[config.mk]
export PLATFORM = sky130hd
export DESIGN_NAME = logic_slice_seq
export DESIGN_NICKNAME = d
export VERILOG_FILES = /design/src/rtl/logic_slice_seq_pkg.sv /design/src/rtl/logic_slice_seq_gate_slice.sv /design/src/rtl/logic_slice_seq.sv
export SDC_FILE = /design/constraint.sdc
export NUM_CORES = 1
export LEC_CHECK = 0
export CAP_MARGIN = 10
export CORE_ASPECT_RATIO = 0.7
export CORE_MARGIN = 4
export CORE_UTILIZATION = 55
export CTS_BUF_LIST = sky130_fd_sc_hd__clkbuf_4 sky130_fd_sc_hd__clkbuf_8
export CTS_CLUSTER_SIZE = 16
export DETAILED_ROUTE_END_ITERATION = 12
export GPL_TIMING_DRIVEN = 0
export PLACE_DENSITY = 0.82
export SYNTH_ARGS = -nofsm -noshare
export SYNTH_HDL_FRONTEND = slang
export SYNTH_SLANG_ARGS = --single-unit
[constraint.sdc]
create_clock -name clk -period 6.3 [get_ports clk]
set_clock_uncertainty 0.15 [all_clocks]
set_input_delay 1.26 -clock clk [delete_from_list [all_inputs] [get_ports clk]]
set_output_delay 1.26 -clock clk [all_outputs]
set_load 0.005 [all_outputs]
[src/rtl/logic_slice_seq_pkg.sv]
// Shared encodings for the slice-serial logic unit and its gate slice.
package logic_slice_seq_pkg;

  typedef enum logic [1:0] {
    OP_AND  = 2'b00,
    OP_OR   = 2'b01,
    OP_XOR  = 2'b10,
    OP_NAND = 2'b11
  } op_t;

  typedef enum logic [1:0] {
    ST_IDLE = 2'b00,
    ST_RUN  = 2'b01,
    ST_DONE = 2'b10
  } state_t;

  // Slice index width: enough bits to count slices, never fewer than one.
  function automatic int idx_width(input int nsl);
    return (nsl > 1) ? $clog2(nsl) : 1;
  endfunction

endpackage

[src/rtl/logic_slice_seq_gate_slice.sv]
// Purely combinational SLICE-bit gate slice shared by slice-serial blocks.
module ls_gate_slice
  import logic_slice_seq_pkg::*;
#(
  parameter int SLICE = 4
) (
  input  logic [SLICE-1:0] a,
  input  logic [SLICE-1:0] b,
  input  op_t              op,
  output logic [SLICE-1:0] y
);

  // Bitwise gate selected by op; no bit interacts with its neighbours.
  always_comb begin
    y = '0;
    case (op)
      OP_AND:  y = a & b;
      OP_OR:   y = a | b;
      OP_XOR:  y = a ^ b;
      OP_NAND: y = ~(a & b);
      default: y = '0;
    endcase
  end

endmodule

[src/rtl/logic_slice_seq.sv]
// Multi-cycle bitwise logic unit: walks WIDTH-bit operands through one
// SLICE-bit gate slice per clock, LSB slice first, with start/busy/done.
module logic_slice_seq
  import logic_slice_seq_pkg::*;
#(
  parameter int WIDTH = 16,
  parameter int SLICE = 4
) (
  input  logic             clk,
  input  logic             rst,
  input  logic             start,
  input  logic [1:0]       op,
  input  logic [WIDTH-1:0] a,
  input  logic [WIDTH-1:0] b,
  output logic             busy,
  output logic             done,
  output logic [WIDTH-1:0] y,
  output logic             zero
);

  localparam int NSL   = WIDTH / SLICE;
  localparam int IDX_W = idx_width(NSL);
  localparam logic [IDX_W-1:0] LAST_IDX = IDX_W'(NSL - 1);

  state_t             state;
  state_t             state_next;
  op_t                op_l;
  logic [WIDTH-1:0]   a_l;
  logic [WIDTH-1:0]   b_l;
  logic [WIDTH-1:0]   acc;
  logic [WIDTH-1:0]   acc_next;
  logic [IDX_W-1:0]   idx;
  logic [SLICE-1:0]   a_sl;
  logic [SLICE-1:0]   b_sl;
  logic [SLICE-1:0]   y_sl;
  logic               accept;
  logic               last;

  assign accept = start && ((state == ST_IDLE) || (state == ST_DONE));
  assign last   = (state == ST_RUN) && (idx == LAST_IDX);
  assign busy   = (state == ST_RUN);
  assign done   = (state == ST_DONE);

  ls_gate_slice #(.SLICE(SLICE)) u_slice (
    .a  (a_sl),
    .b  (b_sl),
    .op (op_l),
    .y  (y_sl)
  );

  // State register; reset wins over any start in the same cycle.
  always_ff @(posedge clk) begin
    if (rst) state <= ST_IDLE;
    else     state <= state_next;
  end

  // Next state: RUN until the last slice, DONE for one cycle, then rerun or idle.
  always_comb begin
    state_next = state;
    case (state)
      ST_IDLE: if (start) state_next = ST_RUN;
      ST_RUN:  if (idx == LAST_IDX) state_next = ST_DONE;
      ST_DONE: state_next = start ? ST_RUN : ST_IDLE;
      default: state_next = ST_IDLE;
    endcase
  end

  // Select the current operand slices from the latched copies.
  always_comb begin
    a_sl = '0;
    b_sl = '0;
    for (int s = 0; s < NSL; s++) begin
      if (idx == IDX_W'(s)) begin
        a_sl = a_l[s*SLICE +: SLICE];
        b_sl = b_l[s*SLICE +: SLICE];
      end
    end
  end

  // Merge the gate output into the accumulator at the current slice position.
  always_comb begin
    acc_next = acc;
    for (int s = 0; s < NSL; s++) begin
      if (idx == IDX_W'(s)) acc_next[s*SLICE +: SLICE] = y_sl;
    end
  end

  // Operand latches, slice walk and result registers; y/zero move only on the done edge.
  always_ff @(posedge clk) begin
    if (rst) begin
      op_l <= OP_AND;
      a_l  <= '0;
      b_l  <= '0;
      idx  <= '0;
      acc  <= '0;
      y    <= '0;
      zero <= 1'b1;
    end else if (accept) begin
      op_l <= op_t'(op);
      a_l  <= a;
      b_l  <= b;
      idx  <= '0;
      acc  <= '0;
    end else if (state == ST_RUN) begin
      acc <= acc_next;
      if (last) begin
        y    <= acc_next;
        zero <= (acc_next == '0);
      end else begin
        idx <= idx + IDX_W'(1);
      end
    end
  end

endmodule
==> summary.txt, run 1 <==
Floorplanning
  • Die area: 7244 um^2
  • Die width: 100.0 um
  • Core area: 5727 um^2
  • I/O Pins: 56
  • Row cnt: 23
  • Initial core utilization: 56.94%
  • Die height: about 72 um

Yosys
  • Post-synthesis sequential area ratio: 41.14%
  • Post-Syn Instances: 390
  • Distinct cells, synth: 25
  • Yosys reg bits: 67
  • Mapped cell area: 3261 um^2
  • Yosys warns: 0
  • Synthesized Nets: 439
  • Mapped Avg Cell Area: about 8.4 um^2

Timing
  • Period utilisation layout: ~55%
  • RSZ-0062 raised after global routing: false
  • Setup TNS: 0 ns
  • Final Hold Viols: 0
  • Worst-Margin Slew: 0.7087 ns
  • Max_slew headroom: 52.75%
  • Max-slew violations: 0
  • Final setup vio count: 0
  • Fmax: 287.0 MHz
  • Final critical-path required period: around 3.5 ns
  • Hold WS: 0.3033 ns

Placed design
  • DP HPWL: 5989 um
  • Routability congestion estimate: 0.8478
  • Number of buffers added on ports: 54

CTS
  • TritonCTS clock tree: built
  • Post-cts repair resize count: 0
  • Post-cts hold buffer count: 0
  • Reg clk slew, reported paths: approximately 0.070 ns
  • Clock Latency Late Sink: 0.34 ns
  • Max H-tree Level: 3
  • Root buffer cell: clkbuf_8
  • Setup repair bufs after CTS: 0
  • Longest Clk Path Bufs: 2
  • Inserted Clock Buffers: 9
  • Sink Count: between 60 and 70

GRT
  • Vias in the first global route: approximately 2,800
  • Antenna violations before repair: 0
  • First-pass GRT wire length: 13,170 um
  • Global router's overall resource usage: 23.09%
  • Total global routing overflow: 0
  • Largest net degree at the start of global routing: 12

Critical path
  • Buf/Inv on CP: 3
  • WS Path Type: flop to output pin
  • Slowest stage delay, CP: 0.60 ns
  • Worst Setup Start Kind: flop
  • Worst Path Max Fanout: 10
  • Crit path cell chain: nor2b_1 -> buf_2 -> buf_1 -> clkdlybuf4s50_1
  • Slowest-stage cell, CP: clkdlybuf4s50_1
  • Crit-path leading delay family: buffers and inverters
  • WP data arrival: 2.07 ns
  • CP Capture Type: output pin
  • WP data required: 4.89 ns

Outcome
  • Outcome: finished clean

Drt
  • DR WL/cell: between 15 and 20 um
  • Initial DRC count: 165
  • Final wirelength: 8154 um
  • Post-DRT Antenna Nets: 0
  • Vias: 2,899
  • Vias/cell: 5.419
  • Drc violations: 0
  • Drt pass-1 iters: 5

Cells and area
  • NumNets Final: a little over 500
  • Share of layout cells above drive strength 1: about a tenth
  • Area Growth Syn to Fin: 25.10%
  • Diodes inserted: 0
  • Final core utilization: roughly 71%

Power
  • Pleak: 1.532 nW
  • Tot Pwr: between 0.0009 and 0.001 W
  • Power per cell area: 224.8 nW/um^2
  • VDD IR max: 0.0001352 V

Run
  • Max-cap violation count: 0

Min path
  • Worst min path class: flop to flop
-- area by class of cell --
class,instances,area [um^2]
fill,467,1648
multi-input combinational,288,1765
clock buffer,12,158.9
sequential,67,1341
inverter,2,7.507
buffer,33,146.4
tap,75,93.84
clock inverter,4,25.02
timing repair buffer,54,540.5
-- metal layers --
metal	up-vias	wire length [um]	share of wire [%]	track usage, %
met2	94	3563	44	35.25
met3	11	498	6.1	5.764
met1	1342	4003	49	32.28
met5	-	0	0	0
li1	1452	-	-	-
met4	0	89	1.1	7.324
-- where the power goes --
| group | internal (W) | switching (W) | leakage (nW) |
|---|---|---|---|
| Sequential | 0.000438 | 0.00000971 | 0.545 |
| Clock | 0.000167 | 0.000159 | 0.0918 |
| Combinational | 0.0000654 | 0.0000776 | 0.895 |
-- worst min-delay path: stages (launching register included) --
cell     delay, ns
dfxtp_1       0.31
nand2_1       0.05
a21oi_1       0.05
-- state kept, by name (all words and copies together), names as in the netlist --
signal / count
a_l: 16
acc: 12
b_l: 16
idx: 2
op_l: 2
state: 2
y: 16
zero: 1
-- metrics by stage --
| step | area [um^2] | setup slack [ns] | cells |
|---|---|---|---|
| 2_1_floorplan | 3261 | 3.686 | 390 |
| 3_3_place_gp | 3895 | 3.172 | 519 |
| 6_report | 4079 | 2.816 | 535 |
| 4_1_cts | 4079 | 2.830 | 535 |
| 3_5_place_dp | 3895 | 3.061 | 519 |
| 5_1_grt | 4079 | 2.659 | 535 |
-- placed cells by master, fill, tap and decap left out, types with 2 or more instances in the layout --
master,count
nand3_1,12
nor4_1,2
mux2_4,4
inv_1,2
nor2_1,24
clkbuf_1,20
clkbuf_8,11
clkinvlp_4,2
buf_1,2
nand2b_1,2
clkinv_2,2
a221oi_1,8
buf_2,9
mux2i_4,4
a21oi_1,58
a21o_1,9
mux2i_1,17
a211oi_2,12
clkdlybuf4s50_1,54
nand2_1,90
nor2b_1,20
ha_1,12
nor3_1,11
dfxtp_1,67
-- cells in the mapped netlist (all sizes together) --
cell type  instances  area share (%)
a211oi            12             4.6
a21o               9             2.1
a21oi             58             8.9
a221oi             8             2.1
a31o               1            0.27
and2               1            0.19
buf               13             2.2
clkbuf            20             2.3
dfxtp             67              41
ha                12             4.6
inv                2            0.23
mux2               4             1.8
mux2i             21             8.0
nand2             90              10
nand2b             2            0.38
nand3             12             1.8
nor2              24             2.8
nor2b             20             3.8
nor3              11             1.7
nor4               2            0.38
xnor2              1            0.27
-- kinds of logic after synthesis --
family	synth area share, %
simple gates	21.45
buf+inv	4.720
flops	41.14
fa+ha+maj	4.605
xor+xnor	0.2687
mux	9.824
compound gates	18.00
-- worst paths after layout --
check,from,end,slack (ns),cells after the start
worst max-delay path,state[0],busy,2.82,4
worst max register to register,idx[0],y[11],3.03,12
worst min-delay path,b_l[3],b_l[3],0.30,2
worst min register to register,b_l[3],b_l[3],0.30,2
(Power assumes the default switching activity.)
==> run 2, diff against run 1 <==
==> constraint.sdc (replaced) <==
create_clock -name clk -period 3.3 [get_ports clk]
set_clock_uncertainty 0.15 [all_clocks]
set_input_delay 0.66 -clock clk [delete_from_list [all_inputs] [get_ports clk]]
set_output_delay 0.66 -clock clk [all_outputs]
set_load 0.005 [all_outputs]
==> summary.txt, run 2 (synthesized netlist as in run 1, its figures left out) <==
Outcome
  • Outcome: finished clean

Drt
  • Drc violations: 0
  • DR WL/cell: 15.26 um
  • Initial DRC count: 200
  • Final wirelength: ~8200 um
  • Vias: between 2,000 and 3,000
  • Vias/cell: 5.476
  • Post-DRT Antenna Nets: 0
  • Drt pass-1 iters: 6

Critical path
  • Buf/Inv on CP: 3
  • WP data required: 3.40 ns
  • Worst Path Max Fanout: 10
  • Slowest stage delay, CP: 0.40 ns
  • Crit path cell chain: inv_1 -> ha_1 -> clkbuf_1 -> clkbuf_2 -> a221oi_1 -> nor3_1 -> a21o_1 -> ha_1 -> mux2_4 -> mux2i_4 -> mux2i_1 -> a211oi_2
  • Slowest-stage cell, CP: dfxtp_1
  • Crit path top cell by count: ha_1
  • WS Path Type: flop to flop
  • Crit-path leading delay family: compound AO/OA/AOI/OAI gates
  • Worst Setup Start Kind: flop
  • WP data arrival: between 3 and 4 ns
  • CP Capture Type: flop

Floorplanning
  • Die width: 100.0 um
  • Die area: 7244 um^2
  • I/O Pins: between 50 and 60
  • Initial core utilization: 56.94%
  • Core area: 5727 um^2
  • Row cnt: 23
  • Die height: 72.42 um

Timing
  • Final setup vio count: 0
  • Period utilisation layout: 95.72%
  • Worst-Margin Slew: approximately 0.70 ns
  • Final Hold Viols: 0
  • Setup TNS: 0 ns
  • RSZ-0062 raised after global routing: false
  • Max_slew headroom: between 50 and 60%
  • Fmax: around 320 MHz
  • Final critical-path required period: 3.159 ns
  • Max-slew violations: 0

Cells and area
  • Area Growth Syn to Fin: 25.75%
  • FF/Latch Area: roughly 1300 um^2
  • Fin area: 4100 um^2
  • Share of layout cells above drive strength 1: 10.63%
  • NumNets Final: between 500 and 600
  • Most common cell after layout, fill and taps aside: nand2_1
  • Most frequent cells in the layout: nand2_1, dfxtp_1, a21oi_1, clkdlybuf4s50_1, nor2_1
  • Multi-input logic area: 1765 um^2
  • Largest registers: a_l: 16 flops, b_l: 16 flops, y: 16 flops
  • Diodes inserted: 0
  • Fill cells: 464

Placed design
  • Placed cell area: 3895 um^2
  • Routability congestion estimate: 0.8478
  • Number of buffers added on ports: 54
  • DP HPWL: approximately 6000 um

Power
  • Power per cell area: 427.5 nW/um^2
  • VDD IR max: 0.0002563 V
  • Pleak: about 1.5 nW

CTS
  • Reg clk slew, reported paths: around 0.070 ns
  • Max H-tree Level: 3
  • Root buffer cell: clkbuf_8
  • Clock Latency Late Sink: 0.33 ns
  • Longest Clk Path Bufs: 2
  • Inserted Clock Buffers: 9
  • TritonCTS clock tree: built
  • Sink Count: 67

Run
  • Max-cap violation count: 0

Min path
  • Worst min path class: flop to flop

GRT
  • Antenna violations before repair: 0
  • First-pass GRT wire length: 13,170 um
  • Total global routing overflow: 0
  • Largest net degree at the start of global routing: 12
  • Vias in the first global route: 2,839
  • Global router's overall resource usage: between 20% and 30%
==> run 2: final timing paths <==
| check | from | end | slack [ns] | depth (start not counted) |
|---|---|---|---|---|
| setup / recovery | idx[0] | y[6] | 0.14 | 12 |
| hold / removal | b_l[3] | b_l[3] | 0.30 | 2 |
| setup reg to reg | idx[0] | y[6] | 0.14 | 12 |
| hold reg to reg | b_l[3] | b_l[3] | 0.30 | 2 |
==> run 2: worst register-to-register path: stages, from the launching register on <==
cell	delay [ns]
dfxtp_1	0.40
inv_1	0.09
ha_1	0.20
clkbuf_1	0.20
clkbuf_2	0.24
a221oi_1	0.32
nor3_1	0.11
a21o_1	0.19
ha_1	0.19
mux2_4	0.27
mux2i_4	0.31
mux2i_1	0.15
a211oi_2	0.24
==> run 2: power breakdown <==
| group | leakage, nW | switching, W | internal, W | total (W) |
|---|---|---|---|---|
| Sequential | 0.545 | 0.0000184 | 0.000837 | 0.000855 |
| Clock | 0.0918 | 0.000300 | 0.000319 | 0.000620 |
| Combinational | 0.907 | 0.000149 | 0.000129 | 0.000278 |
==> run 2: timing repair <==
item / in CTS / in global routing
buffers inserted: 0 / 1
gates resized for setup: 0 / 2
endpoints found under the setup margin: 0 / 11
hold buffers: 0 / 0
==> run 2: final cells by class <==
class                           count  area share [%]
Buffer                             33           3.601
Clock buffer                       12           3.875
Clock inverter                      4          0.6103
Inverter                            2          0.1831
Multi-Input combinational cell    288           43.06
Sequential cell                    67           32.71
Tap cell                           75           2.289
Timing Repair Buffer               55           13.67
==> run 2: per-layer routing <==
layer | vias up | routed length (um) | GRT usage (%)
met5 | - | 0 | 0
met2 | 113 | 3621 | 35.25
met1 | 1354 | 3855 | 32.28
met4 | 0 | 104 | 7.324
li1 | 1457 | - | -
met3 | 11 | 601 | 5.764
==> run 2: through the flow <==
| step | cells | util [%] | setup slack (ns) | total power (W) | hold slack (ns) |
|---|---|---|---|---|---|
| 3_5_place_dp | 519 | 68.01 | 0.09140 | 0.001142 | 0.2937 |
| 4_1_cts | 535 | 71.23 | 0.07740 | 0.001749 | 0.3023 |
| 3_3_place_gp | 519 | 68.01 | 0.2478 | 0.001131 | 0.2914 |
| 6_report | 536 | 71.60 | 0.1414 | 0.001753 | 0.3034 |
| 5_1_grt | 536 | 71.60 | 0.04150 | 0.001824 | 0.3240 |
| 2_1_floorplan | 390 | - | 0.6859 | 0.001045 | 0.2818 |
==> run 3, diff against run 2 <==
==> constraint.sdc (replaced) <==
create_clock -name clk -period 3.7 [get_ports clk]
set_clock_uncertainty 0.15 [all_clocks]
set_input_delay 0.74 -clock clk [delete_from_list [all_inputs] [get_ports clk]]
set_output_delay 0.74 -clock clk [all_outputs]
set_load 0.005 [all_outputs]
==> results of run 3 <==
The final DEF is identical to that of run 1. Status: finished clean.
Among the figures that moved: setup slack after placement 3.061 ns -> 0.4914 ns; setup slack after layout 2.816 ns -> 0.4346 ns; start point of the critical path state[0] -> idx[0]; end point of the critical path busy -> y[11]; register-to-register setup slack 3.03 ns -> 0.43 ns; total power 0.0009171 W -> 0.001562 W; worst IR drop on VDD 0.0001352 V -> 0.0002302 V
